==> src/rtl/rns_to_binary_mrc.sv <==
// ---------------------------------------------------------------------------
// rns_to_binary_mrc
//   Sequential reverse converter for the {7,5,3} residue number system.
//   Turns a residue triple back into a binary integer 0..104 by mixed-radix
//   conversion:  X = a1 + 7*a2 + 35*a3
//     a1 = r1
//     a2 = ((r2 - a1) * inv(7 mod 5)) mod 5,   inv = 3
//     a3 = (((r3 - a1) * inv(7 mod 3) - a2) * inv(5 mod 3)) mod 3,  inv = 1, 2
//   One digit per cycle: IDLE -> MR2 -> MR3 -> SUM -> DONE -> IDLE.
//
// Ports
//   clk        rising-edge clock
//   rst        asynchronous, active-high reset
//   in_valid   residue triple present          in_ready  high only in IDLE
//   r1/r2/r3   residues mod 7 / 5 / 3 (3 bits each, may be out of range)
//   out_valid  result present, held until out_ready
//   out_ready  downstream accepts result
//   out_data   binary result 0..104 (0 on error)
//   out_err    some residue was out of its legal range
// ---------------------------------------------------------------------------
module rns_to_binary_mrc (
    input  logic       clk,
    input  logic       rst,
    input  logic       in_valid,
    output logic       in_ready,
    input  logic [2:0] r1,
    input  logic [2:0] r2,
    input  logic [2:0] r3,
    output logic       out_valid,
    input  logic       out_ready,
    output logic [6:0] out_data,
    output logic       out_err
);

    typedef enum logic [2:0] {IDLE, MR2, MR3, SUM, DONE} state_t;

    typedef struct packed {
        logic [2:0] r1;
        logic [2:0] r2;
        logic [2:0] r3;
    } res_t;

    state_t     state;
    res_t       res_q;
    logic [2:0] a1;
    logic [2:0] a2;
    logic [1:0] a3;
    logic       err_q;

    // Small constant-modulus reducers by conditional subtraction. Every
    // operand fed to them is kept non-negative and below 16.
    function automatic logic [2:0] mod5(input logic [3:0] x);
        logic [3:0] y;
        y = x;
        if (y >= 4'd10) y = y - 4'd10;
        if (y >= 4'd5)  y = y - 4'd5;
        if (y >= 4'd5)  y = y - 4'd5;
        return y[2:0];
    endfunction

    function automatic logic [1:0] mod3(input logic [3:0] x);
        logic [3:0] y;
        y = x;
        if (y >= 4'd9) y = y - 4'd9;
        if (y >= 4'd6) y = y - 4'd6;
        if (y >= 4'd3) y = y - 4'd3;
        return y[1:0];
    endfunction

    // Digit a2: reduce a1 mod 5 first, then add 5 so the difference with r2
    // can never go negative before the final reduction.
    logic [2:0] a1_m5;
    logic [2:0] d2;
    logic [2:0] a2_nxt;

    always_comb begin
        a1_m5  = mod5({1'b0, a1});
        d2     = mod5({1'b0, res_q.r2} + 4'd5 - {1'b0, a1_m5});
        a2_nxt = mod5({1'b0, d2} * 4'd3);
    end

    // Digit a3: same non-negative trick with a bias of 3. inv(7 mod 3)=1 so
    // the first product is just t.
    logic [1:0] a1_m3;
    logic [1:0] a2_m3;
    logic [1:0] t3;
    logic [1:0] u3;
    logic [1:0] a3_nxt;

    always_comb begin
        a1_m3  = mod3({1'b0, a1});
        a2_m3  = mod3({1'b0, a2});
        t3     = mod3({1'b0, res_q.r3} + 4'd3 - {2'b00, a1_m3});
        u3     = mod3({2'b00, t3} + 4'd3 - {2'b00, a2_m3});
        a3_nxt = mod3({2'b00, u3} * 4'd2);
    end

    // Final weighted sum; max 6 + 7*4 + 35*2 = 104 fits in 7 bits.
    logic [6:0] sum_nxt;

    always_comb begin
        sum_nxt = {4'd0, a1} + 7'd7 * {4'd0, a2} + 7'd35 * {5'd0, a3};
    end

    always_ff @(posedge clk or posedge rst) begin
        if (rst) begin
            state     <= IDLE;
            in_ready  <= 1'b1;
            out_valid <= 1'b0;
            out_data  <= 7'd0;
            out_err   <= 1'b0;
            res_q     <= '0;
            a1        <= 3'd0;
            a2        <= 3'd0;
            a3        <= 2'd0;
            err_q     <= 1'b0;
        end else begin
            case (state)
                IDLE: begin
                    if (in_valid && in_ready) begin
                        res_q    <= '{r1: r1, r2: r2, r3: r3};
                        a1       <= r1;
                        err_q    <= (r1 > 3'd6) || (r2 > 3'd4) || (r3 > 3'd2);
                        in_ready <= 1'b0;
                        state    <= MR2;
                    end
                end
                MR2: begin
                    a2    <= a2_nxt;
                    state <= MR3;
                end
                MR3: begin
                    a3    <= a3_nxt;
                    state <= SUM;
                end
                SUM: begin
                    // Errors keep the normal latency, just with a zeroed result.
                    out_data  <= err_q ? 7'd0 : sum_nxt;
                    out_err   <= err_q;
                    out_valid <= 1'b1;
                    state     <= DONE;
                end
                DONE: begin
                    // out_data/out_err keep their value after the handshake.
                    if (out_ready) begin
                        out_valid <= 1'b0;
                        in_ready  <= 1'b1;
                        state     <= IDLE;
                    end
                end
                default: begin
                    state     <= IDLE;
                    in_ready  <= 1'b1;
                    out_valid <= 1'b0;
                end
            endcase
        end
    end

endmodule
==> config.mk <==
export PLATFORM = sky130hd
export DESIGN_NAME = rns_to_binary_mrc
export DESIGN_NICKNAME = d
export VERILOG_FILES = /design/src/rtl/rns_to_binary_mrc.sv
export SDC_FILE = /design/constraint.sdc
export NUM_CORES = 1
export LEC_CHECK = 0
export ABC_AREA = 0
export BUFFER_PORTS_ARGS = -buffer_cell sky130_fd_sc_hd__buf_2
export CAP_MARGIN = 20
export CORE_MARGIN = 2
export CORE_UTILIZATION = 50
export DETAILED_ROUTE_END_ITERATION = 12
export PLACE_DENSITY = 0.78
export SYNTH_ARGS = -nofsm -noshare
export SYNTH_HDL_FRONTEND = slang
export SYNTH_SLANG_ARGS = --single-unit
==> constraint.sdc <==
create_clock -name clk -period 7.5 [get_ports clk]
set_clock_uncertainty 0.1 [all_clocks]
set_input_delay 0.375 -clock clk [delete_from_list [all_inputs] [get_ports clk]]
set_output_delay 0.375 -clock clk [all_outputs]
set_load 0.05 [all_outputs]
# Word-level counts from Yosys, hierarchy flattened
# Index checks and enable logic that the tools add are counted.
word_totals:
  ram_bits: 0
  latch_bits: 0
  romBits: 0
  output_inout_bits: 10
  n_memories: 0
  register_bits: 28
  in_bits: 13
  elab_cells: 124
op_classes:
  shift: 0
  reduce_logical: 10
  muxes: 33
  magnitude_cmp: 27
  n_div: 0
  n_addsub: 32
  n_eq_ne: 6
  bitwise: 2
  multipliers: 3
op_table:
  columns: ["cell", "n"]
  rows:
  - ["$mux 4", 16]
  - ["$ge 4x3->1 const B", 11]
  - ["$sub 4x3->4 const B", 8]
  - ["$ge 4x2->1 const B", 5]
  - ["$ge 3x4->1 const B", 4]
  - ["$ge 4x4->1 const B", 4]
  - ["$sub 3x4->4 const B", 4]
  - ["$sub 4x4->4 const B", 4]
  - ["$mux 3", 5]
  - ["$pmux 3 s5", 1]
  - ["$mux 2", 5]
  - ["$sub 2x2->2 const B", 5]
  - ["$sub 3x3->3 const B", 3]
  - ["$add 3x6->7", 1]
  - ["$add 7x7->7", 1]
  - ["$mul 6x2->7 const A", 1]
  - ["$mux 7", 1]
  - ["$eq 3x2->1 const B", 2]
  - ["$gt 3x3->1 const B", 2]
  - ["$mul 3x3->6 const A", 1]
  - ["$pmux 1 s3", 2]
  - ["$reduce_and 2->1", 3]
  - ["$reduce_or 3->1", 2]
  - ["$add 3x2->4 const B", 1]
  - ["16 further kinds", 21]

# Depth between registers and ports, before layout
# Gate-level depths: netlist of run 1.
depth:
  ltp_word: 27
  mapped_depth: 42
  depth_no_buf: 40

# Worst setup path after synthesis of run 1
# No wires, ideal clock.
synth_timing:
  kind: "register to register"
  from: "register a1[0]"
  to: "register a2[2]"
  synth_period_minus_slack_ps: 7607
  n_path_buf: 2
  path_stages_with_launch: 38
  setup_time_ps: 124
  required_time_ps: 7276
  arrival_time_ps: 7383
  path_slack_ps: -107
  path_cell_list: "dfrtp_1 -> inv_1 -> ha_1 -> inv_1 -> ha_1 -> a21oi_1 -> mux2_2 -> ha_1 -> inv_1 -> a21oi_1 -> o21ai_0 -> o31ai_1 -> ha_1 -> inv_1 -> ha_1 -> fa_1 -> buf_4 -> inv_1 -> [... 2 more ...] -> nand3_1 -> or2_2 -> a21oi_1 -> a221o_1 -> ha_1 -> or4_1 -> o311ai_1 -> a32o_2 -> inv_1 -> ha_1 -> ha_1 -> inv_1 -> ha_1 -> or4_1 -> nor3_1 -> or4_4 -> nor3_1 -> o31a_1"
synth_via:
  elab_chain_cells: 20
  elab_cells_between_ends: 29
  cone_classes: "10 x add/sub; 1 x mul; 9 x order compare; 9 x mux"
synth_lines:
  columns: ["element", "line", "source"]
  rows:
  - ["from (decl)", "45", "logic [2:0] a1;"]
  - ["from (signal assigned)", "122", "a1 <= r1;"]
  - ["$sub 3x4->4 / $ge 3x4->1 (equally long branches)", "55", "if (y >= 4'd10) y = y - 4'd10;"]
  - ["$mux 4 (*)", "55", null]
  - ["$sub 4x3->4 / $ge 4x3->1 (equally long branches)", "56", "if (y >= 4'd5) y = y - 4'd5;"]
  - ["$mux 4 (*)", "56", null]
  - ["$ge 4x3->1 / $sub 3x3->3 (equally long branches)", "57", "if (y >= 4'd5) y = y - 4'd5;"]
  - ["$mux 3 (*)", "57", null]
  - ["$sub 4x3->4 (*)", "78", "d2 = mod5({1'b0, res_q.r2} + 4'd5 - {1'b0, a1_m5});"]
  - ["$sub 4x4->4 / $ge 4x4->1 (equally long branches)", "55", null]
  - ["[... 4 more ...]", null, null]
  - ["$mux 3 (*)", "57", null]
  - ["$mul 3x2->4 (*)", "79", "a2_nxt = mod5({1'b0, d2} * 4'd3);"]
  - ["$sub 4x4->4 / $ge 4x4->1 (equally long branches)", "55", null]
  - ["$mux 4 (*)", "55", null]
  - ["$sub 4x3->4 / $ge 4x3->1 (equally long branches)", "56", null]
  - ["$mux 4 (*)", "56", null]
  - ["$ge 4x3->1 / $sub 3x3->3 (equally long branches)", "57", null]
  - ["$mux 3 (*)", "57", null]
  - ["to (signal assigned)", "129", "a2 <= a2_nxt;"]
  - ["to (decl)", "46", "logic [2:0] a2;"]
# Every way passes the cells marked *; elsewhere a longest branch is shown, timed or not.
# A chain may end at the register's enable or synchronous reset.

# Worst setup path after layout of run 1
# Same ends and word-level chain as after synthesis.

==> Implementation_results.wiki, run 1 <==
{| class="wikitable"
! Metric !! Value
|-
| Result of the run || completed
|-
| Total Die Area || 6789 um^2
|-
| Most frequent standard cell in the layout excluding fill and tap cells || ha_1
|-
| Worst Hold Class || input pin to async pin
|-
| Clock transition at the registers of the reported paths || 0.10 ns
|-
| Crit path required time || 7.58 ns
|-
| Critical Setup Path Class || flop to flop
|-
| Number of synthesized register bits || 28
|-
| Filler Cells Inserted || 474
|-
| Multi-input logic area || 2366 um^2
|-
| Initial DRT Pass Iterations || 6
|-
| Fraction of registers with async set or reset after synthesis || 100.0%
|-
| Clock tree from TritonCTS || built
|-
| Setup slack of the critical path after layout || 0.2845 ns
|-
| Reg2Reg Setup Slack || 0.28 ns
|-
| Latest clock arrival within the worst-skew pair || 0.28 ns
|-
| Worst slew pin tran || 0.9440 ns
|-
| Buffers on Ports || 22
|-
| Worst Path Max Fanout || 6
|-
| Tot GR Track Use || 19.22%
|-
| Capturing element type of the critical path || flop
|-
| Synthesized cell area || 3073 um^2
|-
| CTS root buf || clkbuf_8
|-
| Capture point of the worst path || a2[2]
|-
| Register area || 701.9 um^2
|-
| Max frequency || 138.6 MHz
|-
| Proportion of layout cells with a drive suffix above 1 || 24.87%
|-
| Launching element type of the critical path || flop
|-
| Area growth from synthesis to layout || 18.32%
|-
| # DRC || 0
|-
| Critical path buffer and inverter count || 7
|-
| Synthesized area per cell || 8.830 um^2
|-
| Standard-cell rows || 28
|-
| Setup violations, final || 0
|-
| Die outline width || 82.40 um
|-
| Leading cell types in the layout, fill and taps excluded || 36 x ha_1, 27 x inv_1, 27 x dfrtp_1
|-
| Top flip-flop cell by instance count after synthesis || dfrtp_1
|-
| Crit path max-delay family || adder cells
|-
| Number of CTS-inserted buffers || 3
|-
| Number of hold violations in the final report || 0
|-
| Last weighted congestion value of the routability-driven placer || 0.8735
|-
| Data arrival, critical path || 7.30 ns
|-
| H-Tree Depth || 1
|-
| Vias post-DR || 2612
|-
| Worst Hold Margin || 0.04184 ns
|-
| Worst-path cell with the longest stage delay || fa_1
|-
| Number of antenna violations at the first check in global routing || 0
|-
| I/O pins || 23
|-
| Number of max-capacitance violations reported || 0
|-
| R2r worst-path depth || 35
|-
| Grt total ovfl || 0
|-
| Endpoint of the most critical register-to-register path || a2[2]
|-
| HPWL reported at the end of detailed placement || 4.651 mm
|-
| First-pass GRT wire length || 10.36 mm
|-
| Launch point of the worst reg-to-reg path || a1[0]
|-
| Number of nets produced by synthesis || 416
|-
| Most frequent cell on the critical path || ha_1
|-
| Final worst path period need || 7.215 ns
|-
| Average wire length per cell after detail routing || 14.03 um
|-
| Worst slack after detailed placement || -0.01103 ns
|-
| Per-cell via count in the routed design || 5.716
|-
| EDFF count, synth || 0
|-
| Largest stage delay on the critical path || 0.54 ns
|-
| Core outline area || 5921 um^2
|-
| Yosys Warn Count || 0
|-
| Number of clock sinks || 28
|-
| Diodes inserted || 0
|-
| Number of global-route vias before repair || 2469
|-
| NumNets Final || 451
|-
| Remaining antenna violation count || 0
|-
| Worst setup path startpoint || a1[0]
|-
| Effective utilization at floorplan || 51.90%
|-
| Total detailed-routing wirelength || 6.413 mm
|-
| Total stage count of the critical path || 35
|-
| Buffer levels on the longest clock path || 2
|-
| Mapped Cells || 348
|-
| Final critical-path share of the clock period || 96.21%
|-
| Pins over their slew limit || 0
|-
| Post-synth cell types || 64
|-
| Y dimension of the die || 82.40 um
|-
| Relative slew slack || 36.83%
|-
| Sequential fraction of the synthesis area || 22.84%
|-
| Count of routing violations after the opening detailed-route iteration || 135
|-
| Pin count of the biggest net entering global routing || 29
|}
## state kept, by name (all words and copies together) (netlist names)
name and count:
a1 3, a2 3, a3 2, err_q 1
in_ready 1, out_data 7, out_err 1, out_valid 1
res_q 6, state 3
## repair_timing
item / 4_1_cts / 5_1_grt
hold endpoints to repair: 0 / 0
setup endpoints to repair: 2 / 3
pin swaps: 2 / 13
setup buffers: 2 / 8
resized for setup: 1 / 37
hold buffers: 0 / 0
## synth_stat cells, drive strengths merged, types with 2 or more instances
master / n / area [um^2]
xnor2: 14 / 122.6
nor2: 26 / 97.59
buf: 6 / 41.28
o21ai: 23 / 115.1
ha: 44 / 550.5
o21bai: 2 / 15.01
o311a: 2 / 21.27
nor2b: 3 / 18.77
a32o: 2 / 21.27
nand3: 3 / 15.01
inv: 33 / 123.9
o22ai: 3 / 18.77
a31o: 2 / 17.52
a31oi: 5 / 31.28
o21ba: 2 / 20.02
nand2b: 10 / 62.56
o31ai: 4 / 30.03
fa: 11 / 220.2
mux2: 9 / 101.4
and2: 4 / 25.03
a21oi: 18 / 90.09
nor4: 4 / 31.28
a221oi: 2 / 17.52
a22o: 2 / 17.52
o2111ai: 3 / 26.28
o311ai: 2 / 17.52
nand2: 26 / 97.59
clkbuf: 8 / 30.03
dfrtp: 27 / 675.7
or4: 3 / 26.27
a211oi: 4 / 30.03
a211o: 2 / 17.52
and3: 2 / 12.51
o21a: 2 / 16.27
a21o: 3 / 22.52
nor3: 7 / 35.03
mux2i: 3 / 30.03
xor2: 3 / 26.28
nand3b: 5 / 37.54
## worst min-delay path by stage
stage | to | slack [ns] | depth (start not counted)
floorplan | a1[0] | 0.34 | 1
global placement | out_data[3] | 0.36 | 2
detailed placement | out_data[2] | 0.37 | 2
CTS | res_q[4] | 0.20 | 3
global route | a3[0] | 0.07 | 2
finish | a3[0] | 0.04 | 2
## stage by stage
step	util, %	TNS (ns)	instance area, um^2	cells
6_report	61.41	0	3636	457
3_5_place_dp	55.77	-0.01103	3302	442
4_1_cts	56.99	0	3374	448
2_1_floorplan	-	-0.0009286	3087	348
3_3_place_gp	55.77	0	3302	442
5_1_grt	61.41	-0.02569	3636	457
## metal layers
layer  vias to the layer above  routed length (um)  track usage [%]
met5                         -                   0                0
met4                         0                 106            5.667
met3                        10                 213            2.391
met2                        54                3204            35.56
met1                      1240                2889            23.04
li1                       1308                   -                -
## cell families after synthesis
group	synth area share, %
flops	22.84
compound gates	20.36
simple gates	16.25
buf+inv	6.352
fa+ha+maj	25.08
mux	4.275
xor+xnor	4.846
## cell type report
| cell class | count | share of cell area, % |
|---|---|---|
| clock buffers | 4 | 1.514 |
| inverters | 33 | 3.407 |
| multi-input cells | 273 | 65.07 |
| flip-flops and latches | 28 | 19.30 |
| well taps | 75 | 2.581 |
| repair buffers | 44 | 8.121 |
Power of run 1 is left out: the tool's default activity adds up to more than one toggle a clock period on the data nets, which glitch-free logic cannot reach.
==> inputs of run 2 (changes only) <==
PLACE_DENSITY = 0.75   (was 0.78)
clock period = 8.73 ns   (was 7.5 ns; I/O delays follow)
==> run 2 against run 1 <==
Final cell count shrank 3.5%. Clock-buffer cell count shrank 1. Critical path depth is the same. Non-clock buffer count shrank 16. Flip-flop and latch count is the same. Wire length shrank 8.0%. Global-route usage shrank 0.84 points.
==> Implementation_results.wiki, run 2 (synthesis gave the netlist of run 1 again) <==
{| class="wikitable"
! Metric !! Value
|-
| HPWL reported at the end of detailed placement || 4.550 mm (-2.2%)
|-
| Number of antenna violations at the first check in global routing || 0 (unchanged)
|-
| Most frequent standard cell in the layout excluding fill and tap cells || ha_1
|-
| Worst-path cell with the longest stage delay || fa_2
|-
| Max frequency || 124.4 MHz (-10%)
|-
| Result of the run || completed
|-
| Largest registers || out_data: 7 flops, res_q: 6 flops
|-
| Relative slew slack || 39.93% (+3.1 points)
|-
| Per-cell via count in the routed design || 5.621 (-1.6%)
|-
| Average wire length per cell after detail routing || 13.37 um (-4.7%)
|-
| RSZ-0062 raised after global routing || false
|-
| Leading cell types in the layout, fill and taps excluded || 43 x ha_1, 32 x inv_1, 27 x dfrtp_1
|-
| Standard-cell rows || 28 (unchanged)
|-
| Die outline width || 82.40 um (unchanged)
|-
| Number of CTS-inserted buffers || 3 (unchanged)
|-
| Worst Hold Class || input pin to flop
|-
| Crit path required time || 8.81 ns (+1.23 ns)
|-
| H-Tree Depth || 1 (unchanged)
|-
| Grt total ovfl || 0 (unchanged)
|-
| Worst slew pin tran || 0.8977 ns (-0.04637 ns)
|-
| Launching element type of the critical path || flop
|-
| Total negative setup slack || 0 ns (unchanged)
|-
| Count of routing violations after the opening detailed-route iteration || 87 (-36%)
|-
| Buffer levels on the longest clock path || 2 (unchanged)
|-
| Buffers on Ports || 22 (unchanged)
|-
| Number of flip-flops in the largest register || 7 (unchanged)
|-
| Worst setup path startpoint || a1[0]
|-
| Effective utilization at floorplan || 51.90% (unchanged)
|-
| Latest clock arrival within the worst-skew pair || 0.28 ns (about the same)
|-
| Y dimension of the die || 82.40 um (unchanged)
|-
| Core outline area || 5921 um^2 (unchanged)
|-
| Final worst path period need || 8.038 ns (+0.8221 ns)
|-
| Number of max-capacitance violations reported || 0 (unchanged)
|-
| Diodes inserted || 0 (unchanged)
|-
| Vias post-DR || 2479 (-5.1%)
|-
| Start point of the worst hold path || r2[2]
|-
| Setup violations, final || 0 (unchanged)
|-
| Most frequent cell on the critical path || ha_1
|-
| Pin count of the biggest net entering global routing || 29 (unchanged)
|-
| Final critical-path share of the clock period || 92.07% (-4.1 points)
|-
| Initial DRT Pass Iterations || 4 (-2)
|-
| CTS root buf || clkbuf_8
|-
| Launch point of the worst reg-to-reg path || a1[0]
|-
| # DRC || 0 (unchanged)
|-
| I/O pins || 23 (unchanged)
|-
| Clock tree from TritonCTS || built
|-
| Critical Setup Path Class || flop to flop
|-
| Clock transition at the registers of the reported paths || 0.10 ns (about the same)
|-
| Largest stage delay on the critical path || 0.59 ns (+0.05 ns)
|-
| Total detailed-routing wirelength || 5.898 mm (-8.0%)
|-
| Pins over their slew limit || 0 (unchanged)
|-
| Capturing element type of the critical path || flop
|-
| Largest register by flop count || out_data
|-
| Total Die Area || 6789 um^2 (unchanged)
|-
| Number of global-route vias before repair || 2326 (-5.8%)
|-
| NumNets Final || 435 (-3.5%)
|-
| Last weighted congestion value of the routability-driven placer || 0.8768 (+0.38%)
|-
| First-pass GRT wire length || 10.01 mm (-3.3%)
|-
| Tot GR Track Use || 18.38% (-0.84 points)
|-
| Proportion of layout cells with a drive suffix above 1 || 15.03% (-9.8 points)
|-
| Area growth from synthesis to layout || 9.283%
|-
| Number of clock sinks || 28 (unchanged)
|-
| Number of hold violations in the final report || 0 (unchanged)
|-
| Worst Path Max Fanout || 10 (+4)
|-
| Data arrival, critical path || 8.12 ns (+0.82 ns)
|-
| Filler Cells Inserted || 525 (+11%)
|-
| Remaining antenna violation count || 0 (unchanged)
|}
## run 2: worst paths after layout
check	cells past startpoint	endpoint	slack, ns
worst min-delay path	3	res_q[5]	0.29
min in group asynchronous	3	out_valid	0.54
worst min register to register	2	out_data[4]	0.39
max in group asynchronous	4	a2[1]	7.59
worst max register to register	35	a2[1]	0.69
worst max-delay path	35	a2[1]	0.69
## run 2: worst max-delay path: cells and delay by family, from the launching register on
kind            cells  cell delay, ns
compound gates     13            2.00
fa+ha+maj          11            3.16
buf+inv             7            0.59
flops               1            0.47
mux                 1            0.39
simple gates        3            1.25
## run 2: timing repair
| item | 4_1_cts | 5_1_grt |
|---|---|---|
| setup buffers | 0 | 2 |
| endpoints found under the setup margin | 0 | 3 |
| resized for setup | 0 | 4 |
| hold buffers | 0 | 1 |
| endpoints found under the hold margin | 0 | 4 |
## run 2: metal layers
layer	vias up	wire, um	GRT usage [%]
li1	1275	-	-
met1	1162	2778	22.79
met2	35	2955	35.00
met3	7	119	1.304
met4	0	45	3.000
met5	-	0	0
## run 2: stage by stage
stage / hold WS [ns] / util, % / instance area, um^2 / std cells / setup slack (ns)
2_1_floorplan: 0.3875 / - / 3073 / 348 / 1.123
3_5_place_dp: 0.3669 / 54.40 / 3221 / 433 / 0.2842
6_report: 0.2880 / 56.72 / 3358 / 441 / 0.6924
3_3_place_gp: 0.3564 / 54.40 / 3221 / 433 / 0.4655
5_1_grt: 0.2984 / 56.72 / 3358 / 441 / 0.1198
4_1_cts: 0.2812 / 55.60 / 3292 / 437 / 0.1965
## run 2: layout make-up
| type | count | area [um^2] | share of cell area (%) |
|---|---|---|---|
| flip-flops and latches | 28 | 701.9 | 20.90 |
| repair buffers | 28 | 177.7 | 5.291 |
| clock inverters | 1 | 30.03 | 0.8942 |
| inverters | 33 | 123.9 | 3.689 |
| well taps | 75 | 93.84 | 2.794 |
| clock buffers | 3 | 41.29 | 1.230 |
| multi-input cells | 273 | 2190 | 65.20 |
Power of run 2 is left out for the same reason.
